$ cat src/rtl/uart_pkg.sv
// Shared UART definitions: receiver state encoding and parity mode constants.
package uart_pkg;
    typedef enum logic [2:0] {
        S_IDLE   = 3'd0,
        S_START  = 3'd1,
        S_DATA   = 3'd2,
        S_PARITY = 3'd3,
        S_STOP   = 3'd4,
        S_BREAK  = 3'd5
    } uart_state_e;

    localparam int PARITY_NONE = 0;
    localparam int PARITY_EVEN = 1;
    localparam int PARITY_ODD  = 2;
endpackage

$ cat src/rtl/uart_rx_sync.sv
// Two-flop synchronizer for the asynchronous serial line; resets to idle-high.
module uart_rx_sync (
    input  logic clk,
    input  logic rst_n,
    input  logic i_rx,
    output logic o_rx
);
    logic [1:0] r_sync;

    always_ff @(posedge clk or negedge rst_n) begin
        if (!rst_n) r_sync <= 2'b11;
        else        r_sync <= {r_sync[0], i_rx};
    end

    assign o_rx = r_sync[1];
endmodule

$ cat src/rtl/uart_rx_cfg.sv
// Configurable UART receiver with parity, framing, overrun and break handling.
// Define UART_RX_SYNC_EN to insert a 2-flop synchronizer on rx (+2 cycles latency).
module uart_rx_cfg
    import uart_pkg::*;
#(
    parameter int CLKS_PER_BIT = 14,
    parameter int DATA_BITS    = 8,
    parameter int PARITY_MODE  = 1,
    parameter int MSB_FIRST    = 1,
    parameter int STOP_BITS    = 1
) (
    input  logic                 clk_3125,
    input  logic                 rst_n,
    input  logic                 rx,
    input  logic                 rx_ready,
    output logic [DATA_BITS-1:0] rx_data,
    output logic                 rx_valid,
    output logic                 rx_parity_err,
    output logic                 rx_frame_err,
    output logic                 rx_overrun,
    output logic                 rx_busy
);
    localparam int             CW        = $clog2(CLKS_PER_BIT);
    localparam logic [CW-1:0]  HALF_M1   = CW'(CLKS_PER_BIT/2 - 1);
    localparam logic [CW-1:0]  FULL_M1   = CW'(CLKS_PER_BIT - 1);
    localparam logic [3:0]     LAST_BIT  = 4'(DATA_BITS - 1);
    localparam logic           LAST_STOP = 1'(STOP_BITS - 1);

    logic                 w_rx;
    logic                 w_par_exp;
    uart_state_e          r_state;
    logic [CW-1:0]        r_cnt;
    logic [3:0]           r_bit;
    logic                 r_stop;
    logic [DATA_BITS-1:0] r_shift;
    logic                 r_perr, r_ferr, r_done;
    logic [DATA_BITS-1:0] r_data;
    logic                 r_valid, r_parity_err, r_frame_err, r_overrun;

`ifdef UART_RX_SYNC_EN
    uart_rx_sync u_sync (
        .clk   (clk_3125),
        .rst_n (rst_n),
        .i_rx  (rx),
        .o_rx  (w_rx)
    );
`else
    assign w_rx = rx;
`endif

    assign w_par_exp = (^r_shift) ^ (PARITY_MODE == PARITY_ODD);

    always_ff @(posedge clk_3125 or negedge rst_n) begin
        if (!rst_n) begin
            r_state      <= S_IDLE;
            r_cnt        <= '0;
            r_bit        <= '0;
            r_stop       <= 1'b0;
            r_shift      <= '0;
            r_perr       <= 1'b0;
            r_ferr       <= 1'b0;
            r_done       <= 1'b0;
            r_data       <= '0;
            r_valid      <= 1'b0;
            r_parity_err <= 1'b0;
            r_frame_err  <= 1'b0;
            r_overrun    <= 1'b0;
        end else begin
            r_done       <= 1'b0;
            r_parity_err <= 1'b0;
            r_frame_err  <= 1'b0;
            r_overrun    <= 1'b0;
            if (r_valid && rx_ready) r_valid <= 1'b0;

            // Result stage runs one edge after the final stop sample
            if (r_done) begin
                if (r_perr || r_ferr) begin
                    r_parity_err <= r_perr;
                    r_frame_err  <= r_ferr;
                end else if (r_valid && !rx_ready) begin
                    r_overrun <= 1'b1;
                end else begin
                    r_data  <= r_shift;
                    r_valid <= 1'b1;
                end
            end

            case (r_state)
                S_IDLE: begin
                    if (!w_rx) begin
                        r_state <= S_START;
                        r_cnt   <= '0;
                    end
                end
                S_START: begin
                    if (r_cnt == HALF_M1) begin
                        r_cnt   <= '0;
                        r_bit   <= '0;
                        r_stop  <= 1'b0;
                        r_perr  <= 1'b0;
                        r_ferr  <= 1'b0;
                        r_state <= w_rx ? S_IDLE : S_DATA;
                    end else begin
                        r_cnt <= r_cnt + 1'b1;
                    end
                end
                S_DATA: begin
                    if (r_cnt == FULL_M1) begin
                        r_cnt <= '0;
                        if (MSB_FIRST != 0) r_shift <= {r_shift[DATA_BITS-2:0], w_rx};
                        else                r_shift <= {w_rx, r_shift[DATA_BITS-1:1]};
                        if (r_bit == LAST_BIT)
                            r_state <= (PARITY_MODE == PARITY_NONE) ? S_STOP : S_PARITY;
                        else
                            r_bit <= r_bit + 4'd1;
                    end else begin
                        r_cnt <= r_cnt + 1'b1;
                    end
                end
                S_PARITY: begin
                    if (r_cnt == FULL_M1) begin
                        r_cnt   <= '0;
                        r_perr  <= (w_rx != w_par_exp);
                        r_state <= S_STOP;
                    end else begin
                        r_cnt <= r_cnt + 1'b1;
                    end
                end
                S_STOP: begin
                    if (r_cnt == FULL_M1) begin
                        r_cnt <= '0;
                        if (!w_rx) r_ferr <= 1'b1;
                        if (r_stop == LAST_STOP) begin
                            r_done  <= 1'b1;
                            r_state <= w_rx ? S_IDLE : S_BREAK;
                        end else begin
                            r_stop <= 1'b1;
                        end
                    end else begin
                        r_cnt <= r_cnt + 1'b1;
                    end
                end
                S_BREAK: begin
                    if (w_rx) r_state <= S_IDLE;
                end
                default: r_state <= S_IDLE;
            endcase
        end
    end

    assign rx_data       = r_data;
    assign rx_valid      = r_valid;
    assign rx_parity_err = r_parity_err;
    assign rx_frame_err  = r_frame_err;
    assign rx_overrun    = r_overrun;
    assign rx_busy       = (r_state != S_IDLE);
endmodule

$ cat config.mk
export PLATFORM = sky130hd
export DESIGN_NAME = uart_rx_cfg
export DESIGN_NICKNAME = d
export VERILOG_FILES = /design/src/rtl/uart_pkg.sv /design/src/rtl/uart_rx_sync.sv /design/src/rtl/uart_rx_cfg.sv
export SDC_FILE = /design/constraint.sdc
export NUM_CORES = 1
export LEC_CHECK = 0
export BUFFER_PORTS_ARGS = -buffer_cell sky130_fd_sc_hd__buf_2
export CAP_MARGIN = 20
export CORE_ASPECT_RATIO = 1.75
export CORE_MARGIN = 1
export CORE_UTILIZATION = 37
export CTS_CLUSTER_SIZE = 12
export DETAILED_ROUTE_END_ITERATION = 7
export RECOVER_POWER = 25
export SYNTH_ARGS = -nofsm -noshare
export SYNTH_HDL_FRONTEND = slang
export SYNTH_SLANG_ARGS = --single-unit
$ cat constraint.sdc
create_clock -name clk_3125 -period 2.4 [get_ports clk_3125]
set_clock_uncertainty 0.15 [all_clocks]
set_input_delay 0.36 -clock clk_3125 [delete_from_list [all_inputs] [get_ports clk_3125]]
set_output_delay 0.36 -clock clk_3125 [all_outputs]
set_load 0.01 [all_outputs]
==> metrics.md <==
| Metric | Value |
|---|---|
| Outcome | complete, but fails checks |
| Failing checks | capacitance limit, slew limit |
| RSZ-0062 raised after global routing | no |
| Sequential power share | 46.5% |
| Final setup fails | 0 |
| Hold path start | rx_ready |
| Fraction of registers with async set/reset | 100.0% |
| Leak | 0.9102 nW |
| CP Capture Type | register |
| Critical Path AT | 2200 ps |
| Final Hold Vio Count | 0 |
| Wire per inst | 14.37 um |
| DRC Markers | 0 |
| Synth Cell Area | 1640 um^2 |
| Fmax | 0.4676 GHz |
| Max Slew Vio Count | 35 |
| Largest net degree at the start of global routing | 35 |
| Final #Nets | 171 |
| Area of the multi-input gates | 747.0 um^2 |
| Dpl hpwl | 2243 um |
| Postcts setup bufs | 0 |
| Die area | 4714 um^2 |
| Synth Net Count | 152 |
| GR Overflow Total | 0 |
| Synthesized area per cell | 11.16 um^2 |
| Dominant synthesized flop cell | dfrtp_1 |
| Comb power frac | 25.1% |
| Crit path largest cell delay | 540 ps |
| GP Congestion | 0.7729 |
| Die W | 52.33 um |
| Sequential share of the synthesized area | 51.87% |
| Slew @ Worst Pin | 1816 ps |
| Starting Density | 39.16% |
| Clk slew on worst S/H paths | 70 ps |
| #FFs+latches synth | 34 |
| Routed wire length | 3103 um |
| Core Footprint | 4189 um^2 |
| Critical Path Start | r_state[0] |
| Highest routed layer | met4 |
| Antenna Nets Post-Route | 0 |
| Clock buffer depth | 2 |
| Syn. warnings | 0 |
| Share of layout cells above drive strength 1 | 26.35% |
| First-pass GRT wire length | 5361 um |
| Critical Path RT | 2460 ps |
| Vias in the first global route | 1262 |
| Number of flops mapped to enable cells by yosys | 0 |
| Vias after detailed routing | 1195 |
| CTS tree | yes |
| Pwr dens | 832.6 nW/um^2 |
| Ports | 17 |
| Worst setup SP type | register |
| DRT iter0 DRCs | 26 |
| Critical path, cell by cell | or3b_1, o22a_1, or4_1, a21oi_1 |
| Layout fillers | 401 |
| DR WL met3 | 96 um |
| Area growth, synth to finish | 13.81% |
| Cts repair resizes | 0 |
| Minimum clock period | 2139 ps |
| CTS HTree Levels | 2 |
| Tightest Hold Check Type | input port to register |
| Worst rel slew slack | -21.09% |
| Distinct cells, synth | 42 |
| Clk root buf | clkbuf_8 |
| Post-route worst setup slack | 261.4 ps |
| Router iterations before antenna repair | 4 |
| Place WS | 288.0 ps |
| Die Y | 90.08 um |
| Cell-internal power | 1.023 mW |
| GRT Resource Usage Total | 15.14% |
| Worst R2R Start | r_state[0] |
| Area occupied by registers | 850.8 um^2 |
| Clock latency on the worst-skew pair | 290 ps |
| Crit Path Class | register to register |
| # port buffers | 16 |
| Clock power share | 28.4% |
| Hold buffers post-CTS | 0 |
| Max FO, Critical Path | 13 |
| Worst path slowest cell | dfrtp_1 |
| Peak VDD IR | 0.4474 mV |
| Antenna Cells | 0 |
| Period utilisation layout | 89.11% |
| CTS Buf Count | 5 |
| Site Rows | 31 |
| Setup TNS Final | 0 ps |
| Routed length on met2 | 1677 um |
| Maxcap violations | 1 |
| Via/cell ratio | 5.532 |
| Initial antenna violation count | 0 |
| Met1 WL | 1239 um |
| Switching power | 531.5 uW |
| Sw Ratio | 34.20% |
| Cell count after synthesis | 147 |
| Clock sink total | 34 |
[layout make-up]
| class | count | share of cell area, % |
|---|---|---|
| clock inverter | 2 | 0.6702 |
| inverter | 3 | 0.6032 |
| tap | 49 | 3.284 |
| timing repair buffer | 19 | 5.429 |
| sequential | 34 | 45.58 |
| clock buffer | 6 | 4.424 |
| multi-input combinational | 103 | 40.01 |
[cells in the mapped netlist (2+ instances only)]
library cell,n,area (um^2)
a21oi_1,5,25.02
a22o_1,2,17.52
a31oi_1,2,12.51
and2_1,2,12.51
buf_2,3,15.01
clkbuf_1,3,11.26
dfrtp_1,34,850.8
inv_1,3,11.26
mux2_2,17,191.4
nand2_1,10,37.54
nand2b_1,2,12.51
nand3_1,4,20.02
nor2_1,12,45.04
nor2b_1,2,12.51
nor3b_1,2,15.01
o21ai_0,9,45.04
o31ai_1,5,37.54
or3b_1,2,17.52
xnor2_1,5,43.79
[cells by family after synthesis]
logic type / after synthesis / synth area share, %
buffers and inverters: 10 / 2.593
and+or+nand+nor: 45 / 15.03
xor gates and xnor gates: 7 / 4.577
muxes: 17 / 11.67
DFF: 34 / 51.87
AOI/OAI and AO/OA: 33 / 13.50
adders and majority gates: 1 / 0.7627
[registers in the layout, indices dropped and copies added (netlist names), 3 cells and up]
signal and cells:
r_shift 8, rx_data 8, r_bit 4, r_cnt 4
r_state 3
[critical path, delay by kind of cell, from the launching register on]
kind | cells | cell delay [ps]
AOI/OAI and AO/OA | 2 | 450
and+or+nand+nor | 2 | 920
DFF | 1 | 540
[metal layers]
layer,track usage (%),vias up
li1,-,573
met1,14.59,591
met2,26.69,23
met3,3.553,8
met4,9.868,0
met5,0,-
[per-stage QoR]
stage | util (%) | power (mW) | std cells | hold WS (ps) | area [um^2]
after floorplan | - | 1.018 | 147 | -85.59 | 1640
after global placement | 42.32 | 1.108 | 208 | 309.5 | 1773
after detailed placement | 42.32 | 1.120 | 208 | 328.7 | 1773
after CTS | 44.59 | 1.572 | 216 | 17.58 | 1868
after global routing | 44.56 | 1.671 | 216 | 225.2 | 1867
final | 44.56 | 1.554 | 216 | 214.3 | 1867
[power by group through the flow]
stage               combinational [mW]  sequential [mW]  clock (mW)
floorplan                        0.348            0.670           0
global route                     0.450            0.735       0.486
detailed placement               0.393            0.727           0
finish                           0.390            0.723       0.441
global placement                 0.388            0.720           0
CTS                              0.395            0.718       0.458
[layout by cell type (no fill, tap or decap), types with 2 or more instances in the layout]
cell / n
a21oi_1: 5
a22o_1: 2
a31oi_1: 2
buf_2: 15
buf_4: 3
clkbuf_8: 6
dfrtp_1: 34
inv_1: 3
mux2_2: 17
nand2_1: 10
nand2b_1: 2
nand3_1: 4
nor2_1: 12
nor2b_1: 2
nor3b_1: 2
o21ai_0: 9
o31ai_1: 5
or3b_1: 2
xnor2_1: 5
[path summary, 6_finish.rpt]
check	end	slack [ps]	depth (start not counted)
worst max-delay path	r_bit[3]	260	4
worst min register to register	rx_data[2]	350	1
worst max register to register	r_bit[3]	260	4
min in group asynchronous	r_shift[7]	410	1
max in group asynchronous	r_cnt[0]	650	1
worst min-delay path	rx_overrun	210	3
(Power assumes the default switching activity.)
